===== config.mk =====
export PLATFORM = sky130hd
export DESIGN_NAME = onchip_mem_bist_flat
export DESIGN_NICKNAME = d
export VERILOG_FILES = /design/src/rtl/onchip_mem_pkg.sv /design/src/rtl/onchip_mem_bist_if.sv /design/src/rtl/bist_lfsr32.sv /design/src/rtl/onchip_mem_bist.sv /design/src/flat_wrapper.sv
export SDC_FILE = /design/constraint.sdc
export NUM_CORES = 1
export LEC_CHECK = 0
export ABC_AREA = 0
export CAP_MARGIN = 20
export CORE_MARGIN = 2
export CORE_UTILIZATION = 35
export DETAILED_ROUTE_END_ITERATION = 12
export PLACE_DENSITY_LB_ADDON = 0.3
export SETUP_SLACK_MARGIN = 0.15
export SYNTH_ARGS = -nofsm -noshare
export SYNTH_HDL_FRONTEND = slang
export SYNTH_SLANG_ARGS = --single-unit

===== constraint.sdc =====
create_clock -name i_sys_clk -period 2.3 [get_ports i_sys_clk]
set_clock_uncertainty 0.05 [all_clocks]
set_input_delay 0.575 -clock i_sys_clk [delete_from_list [all_inputs] [get_ports i_sys_clk]]
set_output_delay 0.575 -clock i_sys_clk [all_outputs]
set_load 0.02 [all_outputs]

===== src/rtl/onchip_mem_pkg.sv =====
// Shared types and constants for the on-chip memory BIST: FSM states, pattern
// modes, LFSR feedback taps and checkerboard words.
package onchip_mem_pkg;

    typedef enum logic [2:0] {
        ST_IDLE,
        ST_WRITE,
        ST_GAP,
        ST_READ,
        ST_DRAIN,
        ST_DONE
    } bist_state_e;

    typedef enum logic [1:0] {
        MODE_LFSR     = 2'b00,
        MODE_ADDR     = 2'b01,
        MODE_CHECKER  = 2'b10,
        MODE_LFSR_ALT = 2'b11
    } bist_mode_e;

    // Taps for x^32+x^22+x^2+x+1 in a left-shifting Fibonacci register
    localparam logic [31:0] LFSR_POLY  = 32'h8020_0003;
    localparam logic [31:0] LFSR_RESET = 32'h0000_0001;

    localparam logic [31:0] CHECKER_EVEN = 32'h5555_5555;
    localparam logic [31:0] CHECKER_ODD  = 32'hAAAA_AAAA;

    function automatic logic [31:0] lfsr_next(input logic [31:0] q);
        return {q[30:0], ^(q & LFSR_POLY)};
    endfunction

endpackage


===== src/rtl/onchip_mem_bist_if.sv =====
// Single-port RAM bus between the BIST engine (master) and the memory (slave).
interface onchip_mem_bist_if #(
    parameter int DATA_W = 16,
    parameter int ADDR_W = 8
) ();

    logic              en;
    logic              we;
    logic [ADDR_W-1:0] addr;
    logic [DATA_W-1:0] din;
    logic [DATA_W-1:0] dout;

    modport master (output en, we, addr, din, input dout);
    modport slave  (input en, we, addr, din, output dout);

endinterface


===== src/rtl/bist_lfsr32.sv =====
// 32-bit Fibonacci LFSR pattern source; load has priority over advance.
module bist_lfsr32
    import onchip_mem_pkg::*;
(
    input  logic        i_sys_clk,
    input  logic        i_rst,
    input  logic        load,
    input  logic [31:0] seed,
    input  logic        advance,
    output logic [31:0] q
);

    // NOTE: state registers use non-blocking assignments so every flop samples pre-edge values.
    always_ff @(posedge i_sys_clk) begin
        if (i_rst) begin
            q <= LFSR_RESET;
        end else if (load) begin
            q <= seed;
        end else if (advance) begin
            q <= lfsr_next(q);
        end
    end

endmodule


===== src/rtl/onchip_mem_bist.sv =====
// March-style write-then-read memory BIST with selectable data patterns,
// read-latency-matched compare pipeline, saturating error count and first-fail capture.
module onchip_mem_bist
    import onchip_mem_pkg::*;
#(
    parameter int DATA_W     = 16,
    parameter int ADDR_W     = 8,
    parameter int RD_LAT     = 1,
    parameter int GAP_CYCLES = 32,
    parameter int ERR_W      = 16
) (
    input  logic                 i_sys_clk,
    input  logic                 i_rst,
    input  logic                 i_start,
    input  logic                 i_abort,
    input  logic [1:0]           i_mode,
    input  logic [31:0]          i_seed,
    onchip_mem_bist_if.master    mem,
    output logic                 o_busy,
    output logic                 o_done,
    output logic                 o_pass,
    output logic [ERR_W-1:0]     o_err_cnt,
    output logic [ADDR_W-1:0]    o_first_err_addr
);

    localparam logic [ADDR_W-1:0] LAST_ADDR  = '1;
    localparam int                WAIT_W     = $clog2(GAP_CYCLES + 1);
    localparam logic [WAIT_W-1:0] GAP_LAST   = WAIT_W'(GAP_CYCLES - 1);
    localparam logic [WAIT_W-1:0] DRAIN_LAST = WAIT_W'(RD_LAT - 1);

    bist_state_e         state_q, state_d;
    bist_mode_e          mode_q;
    logic [ADDR_W-1:0]   addr_q;
    logic [WAIT_W-1:0]   wait_q;
    logic [31:0]         seed_q;
    logic [ERR_W-1:0]    err_q;
    logic [ADDR_W-1:0]   first_q;
    logic                pass_q;

    logic                mem_en, mem_we;
    logic                lfsr_load, lfsr_adv;
    logic [31:0]         lfsr_q, lfsr_seed, start_seed;
    logic                abort_now, rd_issue, mismatch;
    logic [DATA_W-1:0]   pattern;

    logic [RD_LAT-1:0]   vld_q;
    logic [DATA_W-1:0]   exp_q   [RD_LAT];
    logic [ADDR_W-1:0]   eaddr_q [RD_LAT];

    assign start_seed = (i_seed == 32'h0) ? LFSR_RESET : i_seed;
    assign lfsr_seed  = (state_q == ST_IDLE) ? start_seed : seed_q;
    assign abort_now  = i_abort && (state_q != ST_IDLE);

    bist_lfsr32 u_lfsr (
        .i_sys_clk (i_sys_clk),
        .i_rst     (i_rst),
        .load      (lfsr_load),
        .seed      (lfsr_seed),
        .advance   (lfsr_adv),
        .q         (lfsr_q)
    );

    // NOTE: every output of this block gets a default first, so no path can infer a latch.
    always_comb begin
        state_d   = state_q;
        mem_en    = 1'b0;
        mem_we    = 1'b0;
        lfsr_load = 1'b0;
        lfsr_adv  = 1'b0;
        case (state_q)
            ST_IDLE: begin
                if (i_start && !i_abort) begin
                    state_d   = ST_WRITE;
                    lfsr_load = 1'b1;
                end
            end
            ST_WRITE: begin
                mem_en   = 1'b1;
                mem_we   = 1'b1;
                lfsr_adv = 1'b1;
                if (addr_q == LAST_ADDR) state_d = ST_GAP;
            end
            ST_GAP: begin
                if (wait_q == GAP_LAST) begin
                    state_d   = ST_READ;
                    lfsr_load = 1'b1;
                end
            end
            ST_READ: begin
                mem_en   = 1'b1;
                lfsr_adv = 1'b1;
                if (addr_q == LAST_ADDR) state_d = ST_DRAIN;
            end
            ST_DRAIN: begin
                if (wait_q == DRAIN_LAST) state_d = ST_DONE;
            end
            ST_DONE: state_d = ST_IDLE;
            default: state_d = ST_IDLE;
        endcase
        if (abort_now) begin
            state_d   = ST_IDLE;
            lfsr_load = 1'b0;
            lfsr_adv  = 1'b0;
        end
    end

    // The same word is the write data in WRITE and the expected value in READ
    always_comb begin
        case (mode_q)
            MODE_ADDR:    pattern = DATA_W'(addr_q);
            MODE_CHECKER: pattern = addr_q[0] ? CHECKER_ODD[DATA_W-1:0] : CHECKER_EVEN[DATA_W-1:0];
            default:      pattern = lfsr_q[DATA_W-1:0];
        endcase
    end

    assign rd_issue = mem_en && !mem_we;
    assign mismatch = vld_q[RD_LAT-1] && (mem.dout != exp_q[RD_LAT-1]) && !abort_now;

    always_ff @(posedge i_sys_clk) begin
        if (i_rst) begin
            state_q <= ST_IDLE;
            mode_q  <= MODE_LFSR;
            addr_q  <= '0;
            wait_q  <= '0;
            seed_q  <= LFSR_RESET;
            err_q   <= '0;
            first_q <= '0;
            pass_q  <= 1'b0;
        end else begin
            state_q <= state_d;
            wait_q  <= (state_d == state_q && (state_q == ST_GAP || state_q == ST_DRAIN))
                       ? wait_q + WAIT_W'(1) : '0;
            addr_q  <= (mem_en && state_d == state_q) ? addr_q + ADDR_W'(1) : '0;

            if (state_q == ST_IDLE && state_d == ST_WRITE) begin
                mode_q  <= bist_mode_e'(i_mode);
                seed_q  <= start_seed;
                err_q   <= '0;
                first_q <= '0;
                pass_q  <= 1'b0;
            end

            if (mismatch) begin
                if (err_q != '1) err_q <= err_q + ERR_W'(1);
                if (err_q == '0) first_q <= eaddr_q[RD_LAT-1];
            end

            if (state_q == ST_DONE) pass_q <= (err_q == '0);
            if (abort_now) pass_q <= 1'b0;
        end
    end

    always_ff @(posedge i_sys_clk) begin
        if (i_rst || abort_now) begin
            vld_q <= '0;
        end else begin
            vld_q[0] <= rd_issue;
            for (int i = 1; i < RD_LAT; i++) vld_q[i] <= vld_q[i-1];
        end
    end

    // NOTE: the pipeline data words are not reset; vld_q alone decides whether they are looked at.
    always_ff @(posedge i_sys_clk) begin
        exp_q[0]   <= pattern;
        eaddr_q[0] <= addr_q;
        for (int i = 1; i < RD_LAT; i++) begin
            exp_q[i]   <= exp_q[i-1];
            eaddr_q[i] <= eaddr_q[i-1];
        end
    end

    assign mem.en           = mem_en;
    assign mem.we           = mem_we;
    assign mem.addr         = addr_q;
    assign mem.din          = mem_we ? pattern : '0;
    assign o_busy           = (state_q != ST_IDLE);
    assign o_done           = (state_q == ST_DONE);
    assign o_pass           = (state_q == ST_DONE) ? (err_q == '0) : pass_q;
    assign o_err_cnt        = err_q;
    assign o_first_err_addr = first_q;

endmodule


===== src/flat_wrapper.sv =====
// flat-port wrapper written by rule: the top's interface ports become plain ports
module onchip_mem_bist_flat import onchip_mem_pkg::*;
#(
    parameter int DATA_W     = 16,
    parameter int ADDR_W     = 8,
    parameter int RD_LAT     = 1,
    parameter int GAP_CYCLES = 32,
    parameter int ERR_W      = 16
)
  (i_sys_clk, i_rst, i_start, i_abort, i_mode, i_seed, o_busy, o_done, o_pass, o_err_cnt, o_first_err_addr, mem_en, mem_we, mem_addr, mem_din, mem_dout);
  onchip_mem_bist_if #(.DATA_W(DATA_W), .ADDR_W(ADDR_W)) mem_i ();
  input  logic i_sys_clk;
  input  logic i_rst;
  input  logic i_start;
  input  logic i_abort;
  input  logic [1:0] i_mode;
  input  logic [31:0] i_seed;
  output logic o_busy;
  output logic o_done;
  output logic o_pass;
  output logic [ERR_W-1:0] o_err_cnt;
  output logic [ADDR_W-1:0] o_first_err_addr;
  output wire logic [$bits(mem_i.en)-1:0] mem_en;
  output wire logic [$bits(mem_i.we)-1:0] mem_we;
  output wire logic [$bits(mem_i.addr)-1:0] mem_addr;
  output wire logic [$bits(mem_i.din)-1:0] mem_din;
  input wire logic [$bits(mem_i.dout)-1:0] mem_dout;
  assign mem_en = mem_i.en;
  assign mem_we = mem_i.we;
  assign mem_addr = mem_i.addr;
  assign mem_din = mem_i.din;
  assign mem_i.dout = mem_dout;
  onchip_mem_bist #(.DATA_W(DATA_W), .ADDR_W(ADDR_W), .RD_LAT(RD_LAT), .GAP_CYCLES(GAP_CYCLES), .ERR_W(ERR_W)) u_core (.i_sys_clk(i_sys_clk), .i_rst(i_rst), .i_start(i_start), .i_abort(i_abort), .i_mode(i_mode), .i_seed(i_seed), .mem(mem_i), .o_busy(o_busy), .o_done(o_done), .o_pass(o_pass), .o_err_cnt(o_err_cnt), .o_first_err_addr(o_first_err_addr));
endmodule

==> results of run 1 <==
sequential cells by signal, summed over array words and instances (netlist names):
register / cells
u_core.eaddr_q: 8
u_core.exp_q: 16
u_core.mem.addr: 8
u_core.mode_q: 2
u_core.o_err_cnt: 16
u_core.o_first_err_addr: 8
u_core.pass_q: 1
u_core.seed_q: 32
u_core.state_q: 3
u_core.u_lfsr.q: 32
u_core.vld_q: 1
u_core.wait_q: 6
synth_stat cells (all sizes together) (2+ instances only):
library cell	number
and3	5
a211o	2
nor3	11
a21oi	66
or3	8
nand3b	3
dfxtp	133
nor2	96
and2	8
o31ai	2
xor2	23
nor4	17
nand2b	6
inv	26
a211oi	6
nand2	117
a21o	4
mux2i	28
buf	21
nand3	21
or2	2
clkbuf	22
ha	7
o21ai	17
nor4b	2
a2111oi	27
nand4	8
a311oi	4
nor2b	18
xnor2	8
per-stage QoR:
stage	area, µm²	TNS, ps	utilization	total power [mW]	worst slack [ps]
4_1_cts	9030	-1000	0.522	6.01	-91.0
6_report	9410	-886	0.544	6.02	-87.8
2_1_floorplan	6200	0	-	3.06	150
3_3_place_gp	7980	-14970	0.461	3.40	-423
3_5_place_dp	7980	-16530	0.461	3.41	-469
5_1_grt	9410	-1990	0.544	6.28	-146
power groups by stage:
stage / logic (mW) / registers [mW] / clock network (mW)
after floorplan: 0.507 / 2.55 / 0
after global placement: 0.834 / 2.57 / 0
after detailed placement: 0.841 / 2.57 / 0
after CTS: 0.989 / 2.53 / 2.49
after global routing: 1.14 / 2.54 / 2.60
final: 1.05 / 2.53 / 2.44
worst max-delay path by stage:
stage,start,to
floorplan,u_core.state_q[0],mem_din[10]
global placement,u_core.mode_q[0],mem_din[7]
detailed placement,u_core.mode_q[0],mem_din[7]
CTS,u_core.mode_q[0],mem_din[6]
global route,u_core.mode_q[0],mem_din[6]
finish,u_core.mode_q[0],mem_din[4]
worst reg2reg max path, stage by stage (launching register included):
cell     delay, ps
dfxtp_2        330
inv_2           50
buf_6          110
buf_6          100
buf_6          100
buf_6          100
buf_6          100
buf_6          100
buf_6          100
buf_6          100
buf_6          100
buf_6          110
buf_6          100
buf_6          100
buf_6          100
buf_6          100
nor2_4          80
mux2i_1         60
nor2_1          80
what timing repair did:
action / CTS / global route
pin swaps: 22 / 35
endpoints found under the setup margin: 40 / 83
gates cloned: 2 / 0
resized for setup: 200 / 91
buffers inserted: 26 / 5
layer usage:
layer,vias up,global-route usage,part of all wire
met5,-,0,0
met4,0,0.0659,0.017
met3,20,0.0433,0.049
met2,151,0.304,0.49
met1,2723,0.244,0.45
li1,2911,-,-
final cells by class:
type                            count  area (µm²)
Clock buffer                       28         517
Clock inverter                      3        17.5
Fill cell                        1567        7890
Inverter                           26        97.6
Multi-Input combinational cell    528        3680
Sequential cell                   133        2670
Tap cell                          225         282
Timing Repair Buffer              219        2140
Timing Repair inverter              1        7.51
cell families after synthesis:
logic type,share of synthesized area
buffers and inverters,0.0509
AND/OR/NAND/NOR,0.249
AO/OA/AOI/OAI,0.165
XOR/XNOR,0.0438
multiplexers,0.0452
flip-flops,0.430
adder cells (fa/ha/maj),0.0158
==> out/qor.yml, run 1 <==
worst_setup_path:
  critical_path_arrival_ps: 1760
  crit_path_frequent_cell: "buf_6"
  reg2reg_depth: 18
  slowest_delay_ps: 330
  cp_cell_sequence: "inv_2 -> ha_4 -> nor2_2 -> buf_6 -> a21oi_4 -> and2_4 -> buf_6"
  cp.required_ps: 1670
  critPathCaptureType: "primary output"
  path_class: "flip-flop to primary output"
  r2r_slack_ps: 130
  path_depth: 7
  path_buf_inv: 3
  regToRegEndpoint: "u_core.o_err_cnt[1]"
  regToRegStartpoint: "u_core.o_err_cnt[1]"
  cp-start-kind: "flip-flop"
  cp_slowest_cell: "dfxtp_2"
  crit_family: "flip-flops"
  worstPathMaxFanout: 7
global_routing:
  grt_pass1_wl_um: 27400
  grt_overflow_total: 0
  grt_max_degree: 65
  grt_pass1_vias: 5536
  grt_antenna_before_repair: 0
  grtUsageTotal: 0.188
placement:
  portBuffers: 106
  gp_congestion: 0.790
  dp_cells: 1099
  dpl.hpwl_um: 11600
sta:
  finalCritPeriodShare: 1.04
  grt_setup_unrepaired: "true"
  worst_pin_slew_ps: 830
  hold_viol_final: 0
  worst_hold_slack_ps: 386
  post-route-min-period_ps: 2390
  fmax_ghz: 0.419
  fin_ws_ps: -87.8
  setup_violations: 16
  drv_slew: 0
  relSlewSlack: 0.447
synthesis:
  synth-edff-count: 0
  synth-seq-cells: 133
  synth_top_area_frac: 0.430
  synth_area_leader_cell: "dfxtp_1"
  synth_cell_type_count: 58
  netlist_area_um2: 6190
  synth_nets: 791
  synth_flop_cell: "dfxtp_1"
  yosys_warnings: 0
  syn_area_per_cell_um2: 8.49
  synthTopCellsByArea: "dfxtp_1 43%, nand2_1 7.1%, nor2_1 5.8%"
  synthCells: 730
  ys_seq_area_frac: 0.430
  async_reset_ff_frac: 0
hold_path:
  whs_path_depth: 2
  hold_class: "flip-flop to flip-flop"
  holdPathEnd: "u_core.o_first_err_addr[1]"
  hp-start: "u_core.eaddr_q[0][1]"
clocking:
  holdBufCountCts: 0
  tritoncts: "built"
  insertion_delay_ps: 410
  clockBufferDepth: 2
  htree_num_levels: 4
  clkSinkCount: 133
  cts_made_buffers: 17
  path_clk_slew_ps: 60
  cts_root_buf: "clkbuf_16"
cells_and_area:
  nNetsFinal: 987
  mostFrequentLayoutCells: "127 x dfxtp_1, 116 x nand2_1, 91 x nor2_1"
  drive_above_1_share: 0.295
  final_common_cell: "dfxtp_1"
  diodes: 0
  layout.cells.non_filler: 1163
  syn_to_final_growth_pct: 51.9
routing:
  final_antenna_net_count: 0
  drt_pass1_iterations: 5
  routed_via_density: 4.99
  drc: 0
  dr_total_vias: 5805
  drt_wl_total_um: 17600
  drt-initial-drc-count: 390
  wl_per_cell_um: 15.1
floorplanning:
  core_um2: 17300
  boundaryPins: 107
  die_w_um: 137
  die-area_um2: 18800
  rows: 48
  die_y_um: 137
  start_util: 0.358
power_and_ir_drop:
  p_leak_nw: 4.14
  p_sw_mw: 1.55
  power_density_nw_per_um2: 640
  ir_worst_vdd_mv: 0.563
  seqPwrFrac: 0.420
  swShare: 0.257
  combPwrFrac: 0.174
  clkPwrFrac: 0.405
  intPower_mw: 4.47
flow_run:
  drv_cap: 0
run_status:
  status: "complete, but fails checks"
  violations: "setup timing"
Note: power is estimated with default switching activity, not from simulation.
==> run 2: changes to the inputs <==
--- a/config.mk
+++ b/config.mk
@@ -5,13 +5,13 @@
 export SDC_FILE = /design/constraint.sdc
 export NUM_CORES = 1
 export LEC_CHECK = 0
-export ABC_AREA = 0
+export ABC_AREA = 1
 export CAP_MARGIN = 20
 export CORE_MARGIN = 2
 export CORE_UTILIZATION = 35
 export DETAILED_ROUTE_END_ITERATION = 12
 export PLACE_DENSITY_LB_ADDON = 0.3
-export SETUP_SLACK_MARGIN = 0.15
+export SLEW_MARGIN = 20
 export SYNTH_ARGS = -nofsm -noshare
 export SYNTH_HDL_FRONTEND = slang
 export SYNTH_SLANG_ARGS = --single-unit
==> run 2 against run 1 <==
  * The run still ends with setup timing left
  * Count of clock-buffer cells in the layout decreased by 9
  * Flip-flop and latch count stayed put
  * Worst setup slack improved by 69 ps
  * Maximum frequency is 3.0% higher
  * Highest routed layer unchanged
==> out/qor.yml, run 2 <==
worst_setup_path:
  cp_slowest_cell: "dfxtp_2"
  cp-start-kind: "flip-flop"
  r2r_slack_ps: 300  # +170 ps
  reg2reg_depth: 12  # -6
  path_buf_inv: 4  # +1
  regToRegEndpoint: "u_core.wait_q[4]"
  startpoint: "u_core.mode_q[0]"
  regToRegStartpoint: "u_core.mem.addr[0]"
  critPathCaptureType: "primary output"
  path_depth: 7  # unchanged
  critical_path_arrival_ps: 1690  # -70 ps
  crit_family: "buffers and inverters"
  slowest_delay_ps: 330  # about the same
  cp_cell_sequence: "inv_2 -> ha_4 -> inv_8 -> buf_12 -> o22ai_4 -> nor2_1 -> buf_4"
  cp.required_ps: 1670  # about the same
  worstPathMaxFanout: 8  # +1
  path_class: "flip-flop to primary output"
  crit_path_end: "mem_din[5]"
sta:
  fin_ws_ps: -18.3  # +69.5 ps
  finalCritPeriodShare: 1.01  # -0.0302
  fmax_ghz: 0.431  # +3.0%
  worst_pin_slew_ps: 467  # -363 ps
  setup_violations: 5  # -11
  post-route-min-period_ps: 2320  # -69.5 ps
  worst_hold_slack_ps: 389  # +3.02 ps
  drv_slew: 0  # unchanged
  grt_setup_unrepaired: "true"
  hold_viol_final: 0  # unchanged
  relSlewSlack: 0.686  # +0.239
global_routing:
  grt_antenna_before_repair: 0  # unchanged
  grt_overflow_total: 0  # unchanged
  grt_pass1_vias: 6198  # +12%
  grt_pass1_wl_um: 30900  # +13%
  grtUsageTotal: 0.190  # +0.00205
  grt_max_degree: 63  # -3.1%
floorplanning:
  die_y_um: 143  # +4.4%
  rows: 50  # +4.2%
  boundaryPins: 107  # unchanged
  die-area_um2: 20500  # +9.1%
  die_w_um: 143  # +4.4%
  start_util: 0.360  # +0.00166
  core_um2: 18800  # +8.9%
synthesis:
  synthCells: 945  # +29%
  synth_area_leader_cell: "dfxtp_1"
  async_reset_ff_frac: 0  # unchanged
  synth.most_common_cell: "nand2_1"
  synth-edff-count: 0  # unchanged
  yosys_warnings: 0  # unchanged
  synth_nets: 1006  # +27%
  netlist_area_um2: 6780  # +9.4%
  netlist_top_cells_count: "171 x nand2_1, 166 x nor2_1, 133 x dfxtp_1"
  synth_cell_type_count: 36  # -38%
  synthTopCellsByArea: "dfxtp_1 39%, nand2_1 9.5%, nor2_1 9.2%"
  synth-seq-cells: 133  # unchanged
  syn_area_per_cell_um2: 7.17  # -16%
  synth_flop_cell: "dfxtp_1"
  ys_seq_area_frac: 0.393  # -0.0368
  synth_top_area_frac: 0.393  # -0.0368
placement:
  portBuffers: 106  # unchanged
  gp_congestion: 0.883  # +12%
  place_area_um2: 8610  # +7.9%
  dpl.hpwl_um: 13600  # +17%
routing:
  drt_pass1_iterations: 5  # unchanged
  dr_total_vias: 6703  # +15%
  drc: 0  # unchanged
  drt_wl_total_um: 19300  # +9.9%
  wl_per_cell_um: 13.9  # -7.7%
  drt-initial-drc-count: 337  # -14%
  final_antenna_net_count: 0  # unchanged
  routed_via_density: 4.84  # -3.0%
flow_run:
  drv_cap: 0  # unchanged
clocking:
  holdBufCountCts: 0  # unchanged
  clkSinkCount: 133  # unchanged
  cts_made_buffers: 17  # unchanged
  cts_root_buf: "clkbuf_16"
  clockBufferDepth: 2  # unchanged
  insertion_delay_ps: 430  # +20 ps
  tritoncts: "built"
  htree_num_levels: 4  # unchanged
  path_clk_slew_ps: 60  # about the same
cells_and_area:
  final_common_cell: "nand2_1"
  design_area_um2: 9460  # +0.51%
  syn_to_final_growth_pct: 39.6
  top_regs: "u_core.seed_q (32), u_core.u_lfsr.q (32)"
  fin_util: 0.502  # -0.0418
  mostFrequentLayoutCells: "170 x nand2_1, 154 x nor2_1, 128 x dfxtp_1"
  n_fill_cell: 1848  # +18%
  diodes: 0  # unchanged
  drive_above_1_share: 0.219  # -0.0764
  nNetsFinal: 1173  # +19%
run_status:
  violations: "setup timing"
  status: "complete, but fails checks"
hold_path:
  hold_class: "flip-flop to flip-flop"
power_and_ir_drop:
  ir_worst_vdd_mv: 0.463  # -18%
  p_leak_nw: 3.94  # -5.0%
  power_density_nw_per_um2: 663  # +3.6%
run 2: cell count changes after synthesis, sizes merged, moves of 27 or more:
cell | previous run | this run
o21ai | 17 | 70
mux2i | 28 | 0
nand2 | 117 | 181
nor2 | 96 | 176
inv | 26 | 91
a2111oi | 27 | 0
nand3 | 21 | 63
run 2: worst min path at each step:
stage,from,cells past startpoint,slack [ps],to
2_1_floorplan,u_core.wait_q[0],1,380,u_core.wait_q[0]
3_3_place_gp,u_core.mem.addr[3],0,360,u_core.eaddr_q[0][3]
3_5_place_dp,u_core.mem.addr[3],0,370,u_core.eaddr_q[0][3]
4_1_cts,u_core.mem.addr[3],0,380,u_core.eaddr_q[0][3]
5_1_grt,u_core.mem.addr[3],0,400,u_core.eaddr_q[0][3]
6_report,u_core.mem.addr[3],0,390,u_core.eaddr_q[0][3]
run 2: repair_timing:
| action | CTS | global route |
|---|---|---|
| hold endpoints to repair | 0 | 0 |
| resized for setup | 145 | 31 |
| setup buffers | 0 | 5 |
| setup endpoints to repair | 21 | 23 |
| pin swaps | 6 | 16 |
run 2: through the flow:
stage               TNS, ps  total power [mW]  setup slack, ps  instances
global route           -964              6.50            -86.6       1384
global placement      -2160              3.49             -198       1348
CTS                    -533              6.26            -64.9       1379
floorplan                 0              3.14             23.8        945
finish                -39.8              6.27            -18.3       1384
detailed placement    -2830              3.50             -218       1348
run 2: cell type report:
type | instances | area [µm²] | area share
clock inverter | 12 | 130 | 0.0138
inverter | 92 | 359 | 0.0380
timing repair buffer | 193 | 1810 | 0.191
multi-input combinational | 675 | 3720 | 0.394
clock buffer | 19 | 443 | 0.0468
tap | 260 | 325 | 0.0344
sequential | 133 | 2670 | 0.282
run 2: kinds of logic after synthesis:
| kind of cell | Yosys count | share of synthesized area |
|---|---|---|
| adder cells (fa/ha/maj) | 7 | 0.0129 |
| flip-flops | 133 | 0.393 |
| XOR/XNOR | 31 | 0.0401 |
| AND/OR/NAND/NOR | 456 | 0.294 |
| AO/OA/AOI/OAI | 181 | 0.170 |
| buffers and inverters | 137 | 0.0896 |
run 2: where the power goes:
part / switching, mW / leakage (nW) / internal, mW
registers: 0.101 / 1.09 / 2.46
logic: 0.553 / 2.58 / 0.469
clock network: 1.06 / 0.267 / 1.61
total: 1.72 / 3.94 / 4.55
run 2: per-layer routing:
layer	vias to the layer above	GRT usage	part of all wire
li1	3415	-	-
met1	3062	0.247	0.46
met2	195	0.311	0.48
met3	31	0.0349	0.047
met4	0	0.0735	0.018
met5	-	0	0
==> run 3: changes to the inputs <==
--- a/config.mk
+++ b/config.mk
@@ -10,6 +10,7 @@
 export CORE_MARGIN = 2
 export CORE_UTILIZATION = 35
 export DETAILED_ROUTE_END_ITERATION = 12
+export HOLD_SLACK_MARGIN = 0.15
 export PLACE_DENSITY_LB_ADDON = 0.3
 export SLEW_MARGIN = 20
 export SYNTH_ARGS = -nofsm -noshare
==> constraint.sdc (replaced) <==
create_clock -name i_sys_clk -period 2.3 [get_ports i_sys_clk]
set_clock_uncertainty 0.05 [all_clocks]
set_input_delay 0.46 -clock i_sys_clk [delete_from_list [all_inputs] [get_ports i_sys_clk]]
set_output_delay 0.46 -clock i_sys_clk [all_outputs]
set_load 0.02 [all_outputs]
==> run 3 against run 2 <==
  * Count of clock-buffer cells in the layout unchanged
  * Cell area down 2.7%
  * First-iteration DRC count up 21%
  * Global-route usage down 0.28 points
  * Register-to-register slack worse by 50 ps
  * The run now ends clean
  * Sequential share of layout area up 0.72 points
==> out/qor.yml, run 3 (synthesized netlist as in run 2, its figures left out) <==
worst_setup_path:
  critical_path_arrival_ps: 1720  # +30 ps
  worstPathMaxFanout: 8  # unchanged
  cp_cell_sequence: "inv_2 -> ha_4 -> inv_6 -> buf_8 -> o22ai_2 -> nor2_1 -> buf_2"
  regToRegEndpoint: "u_core.wait_q[2]"
  cp_slowest_cell: "dfxtp_1"
  regToRegStartpoint: "u_core.mem.addr[0]"
  slowest_delay_ps: 340  # about the same
  critPathCaptureType: "primary output"
  cp-start-kind: "flip-flop"
  cp.required_ps: 1790  # +120 ps
  reg2reg_depth: 12  # unchanged
  path_class: "flip-flop to primary output"
  r2r_slack_ps: 250  # -50 ps
floorplanning:
  die-area_um2: 20500  # unchanged
  rows: 50  # unchanged
  die_w_um: 143  # unchanged
  boundaryPins: 107  # unchanged
  core_um2: 18800  # unchanged
  die_y_um: 143  # unchanged
  start_util: 0.360  # unchanged
global_routing:
  grt_overflow_total: 0  # unchanged
  grt_pass1_wl_um: 30400  # -1.7%
  grt_max_degree: 51  # -19%
  grt_antenna_before_repair: 0  # unchanged
  grtUsageTotal: 0.187  # -0.00280
  grt_pass1_vias: 6180  # -0.29%
clocking:
  clkSinkCount: 133  # unchanged
  post_cts_buffers: 0  # unchanged
  insertion_delay_ps: 420  # about the same
  cts_made_buffers: 17  # unchanged
  holdBufCountCts: 0  # unchanged
  tritoncts: "built"
  htree_num_levels: 4  # unchanged
  cts_root_buf: "clkbuf_16"
  clockBufferDepth: 2  # unchanged
  path_clk_slew_ps: 60  # about the same
sta:
  fmax_ghz: 0.448  # +3.8%
  finalCritPeriodShare: 0.971  # -0.0365
  fin_ws_ps: 65.6  # +84.0 ps
  hold_viol_final: 0  # unchanged
  drv_slew: 0  # unchanged
  worst_pin_slew_ps: 533  # +66.1 ps
  post-route-min-period_ps: 2230  # -84.0 ps
  grt_setup_unrepaired: "false"
  setup_violations: 0  # -5
  relSlewSlack: 0.644  # -0.0420
placement:
  portBuffers: 106  # unchanged
  dpl.hpwl_um: 13200  # -3.3%
  gp_congestion: 0.855  # -3.2%
  pre_cts_ws_ps: -105  # +113 ps
  dp_cells: 1334  # -1.0%
routing:
  final_antenna_net_count: 0  # unchanged
  drc: 0  # unchanged
  dr_total_vias: 6567  # -2.0%
  drt-initial-drc-count: 408  # +21%
  routed_via_density: 4.81  # -0.67%
  drt_pass1_iterations: 5  # unchanged
  drt_wl_total_um: 19000  # -1.4%
  wl_per_cell_um: 13.9  # about the same
hold_path:
  holdPathEnd: "u_core.eaddr_q[0][3]"
  whs_path_depth: 0  # unchanged
  hp-start: "u_core.mem.addr[3]"
  hold_class: "flip-flop to flip-flop"
cells_and_area:
  final_common_cell: "nand2_1"
  layout.cells.non_filler: 1365  # -1.4%
  drive_above_1_share: 0.186  # -0.0333
  diodes: 0  # unchanged
  mostFrequentLayoutCells: "170 x nand2_1, 162 x nor2_1, 132 x dfxtp_1"
  fin_util: 0.489  # -0.0134
  nNetsFinal: 1154  # -1.6%
  n_fill_cell: 1883  # +1.9%
  syn_to_final_growth_pct: 35.8
  top_regs: "u_core.seed_q (32), u_core.u_lfsr.q (32)"
power_and_ir_drop:
  power_density_nw_per_um2: 710  # +7.2%
  finalPower_mw: 6.54  # +4.3%
  ir_worst_vdd_mv: 0.534  # +15%
  p_leak_nw: 3.89  # -1.2%
run_status:
  status: "finished, final reports clean"
flow_run:
  drv_cap: 0  # unchanged
[run 3: worst max-delay path, delay by kind of cell, from the launching register on]
family | cells | cell delay, ps
AO/OA/AOI/OAI | 1 | 180
adder cells (fa/ha/maj) | 1 | 300
buffers and inverters | 4 | 430
flip-flops | 1 | 340
AND/OR/NAND/NOR | 1 | 60
[run 3: layout make-up]
type                    count  area [µm²]  area share
repair buffers            174        1570       0.171
clock buffers              19         453      0.0492
multi-input cells         675        3640       0.395
inverters                  92         353      0.0383
clock inverters            12         201      0.0219
well taps                 260         325      0.0353
flip-flops and latches    133        2660       0.289
[run 3: worst max-delay path by stage]
stage                     start          end  slack [ps]
2_1_floorplan  u_core.mode_q[0]  mem_din[11]         140
3_3_place_gp   u_core.mode_q[0]   mem_din[9]         -90
3_5_place_dp   u_core.mode_q[0]   mem_din[9]        -100
4_1_cts        u_core.mode_q[0]  mem_din[13]          -3
5_1_grt        u_core.mode_q[0]   mem_din[9]         0.8
6_report       u_core.mode_q[0]   mem_din[2]          70
[run 3: timing repair]
item / 4_1_cts / 5_1_grt
resized for setup: 94 / 37
endpoints found under the setup margin: 19 / 19
pin swaps: 0 / 4
cloned: 0 / 0
[run 3: layer usage]
| layer | vias to the layer above | GRT usage | wire length, µm |
|---|---|---|---|
| met5 | - | 0 | 0 |
| met4 | 0 | 0.0558 | 197 |
| met3 | 21 | 0.0419 | 844 |
| met2 | 170 | 0.318 | 9250 |
| met1 | 3000 | 0.236 | 8740 |
| li1 | 3376 | - | - |
[run 3: per-stage QoR]
step | hold slack, ps | area (µm²) | TNS [ps]
2_1_floorplan | 380 | 6780 | 0
3_3_place_gp | 369 | 8450 | -379
3_5_place_dp | 365 | 8450 | -623
4_1_cts | 374 | 9090 | -2.92
5_1_grt | 388 | 9200 | 0
6_report | 379 | 9200 | 0
[run 3: power by group]
| group | leakage (nW) | switching (mW) | internal (mW) |
|---|---|---|---|
| logic | 2.48 | 0.514 | 0.411 |
| clock network | 0.315 | 1.07 | 1.98 |
| registers | 1.09 | 0.0982 | 2.46 |
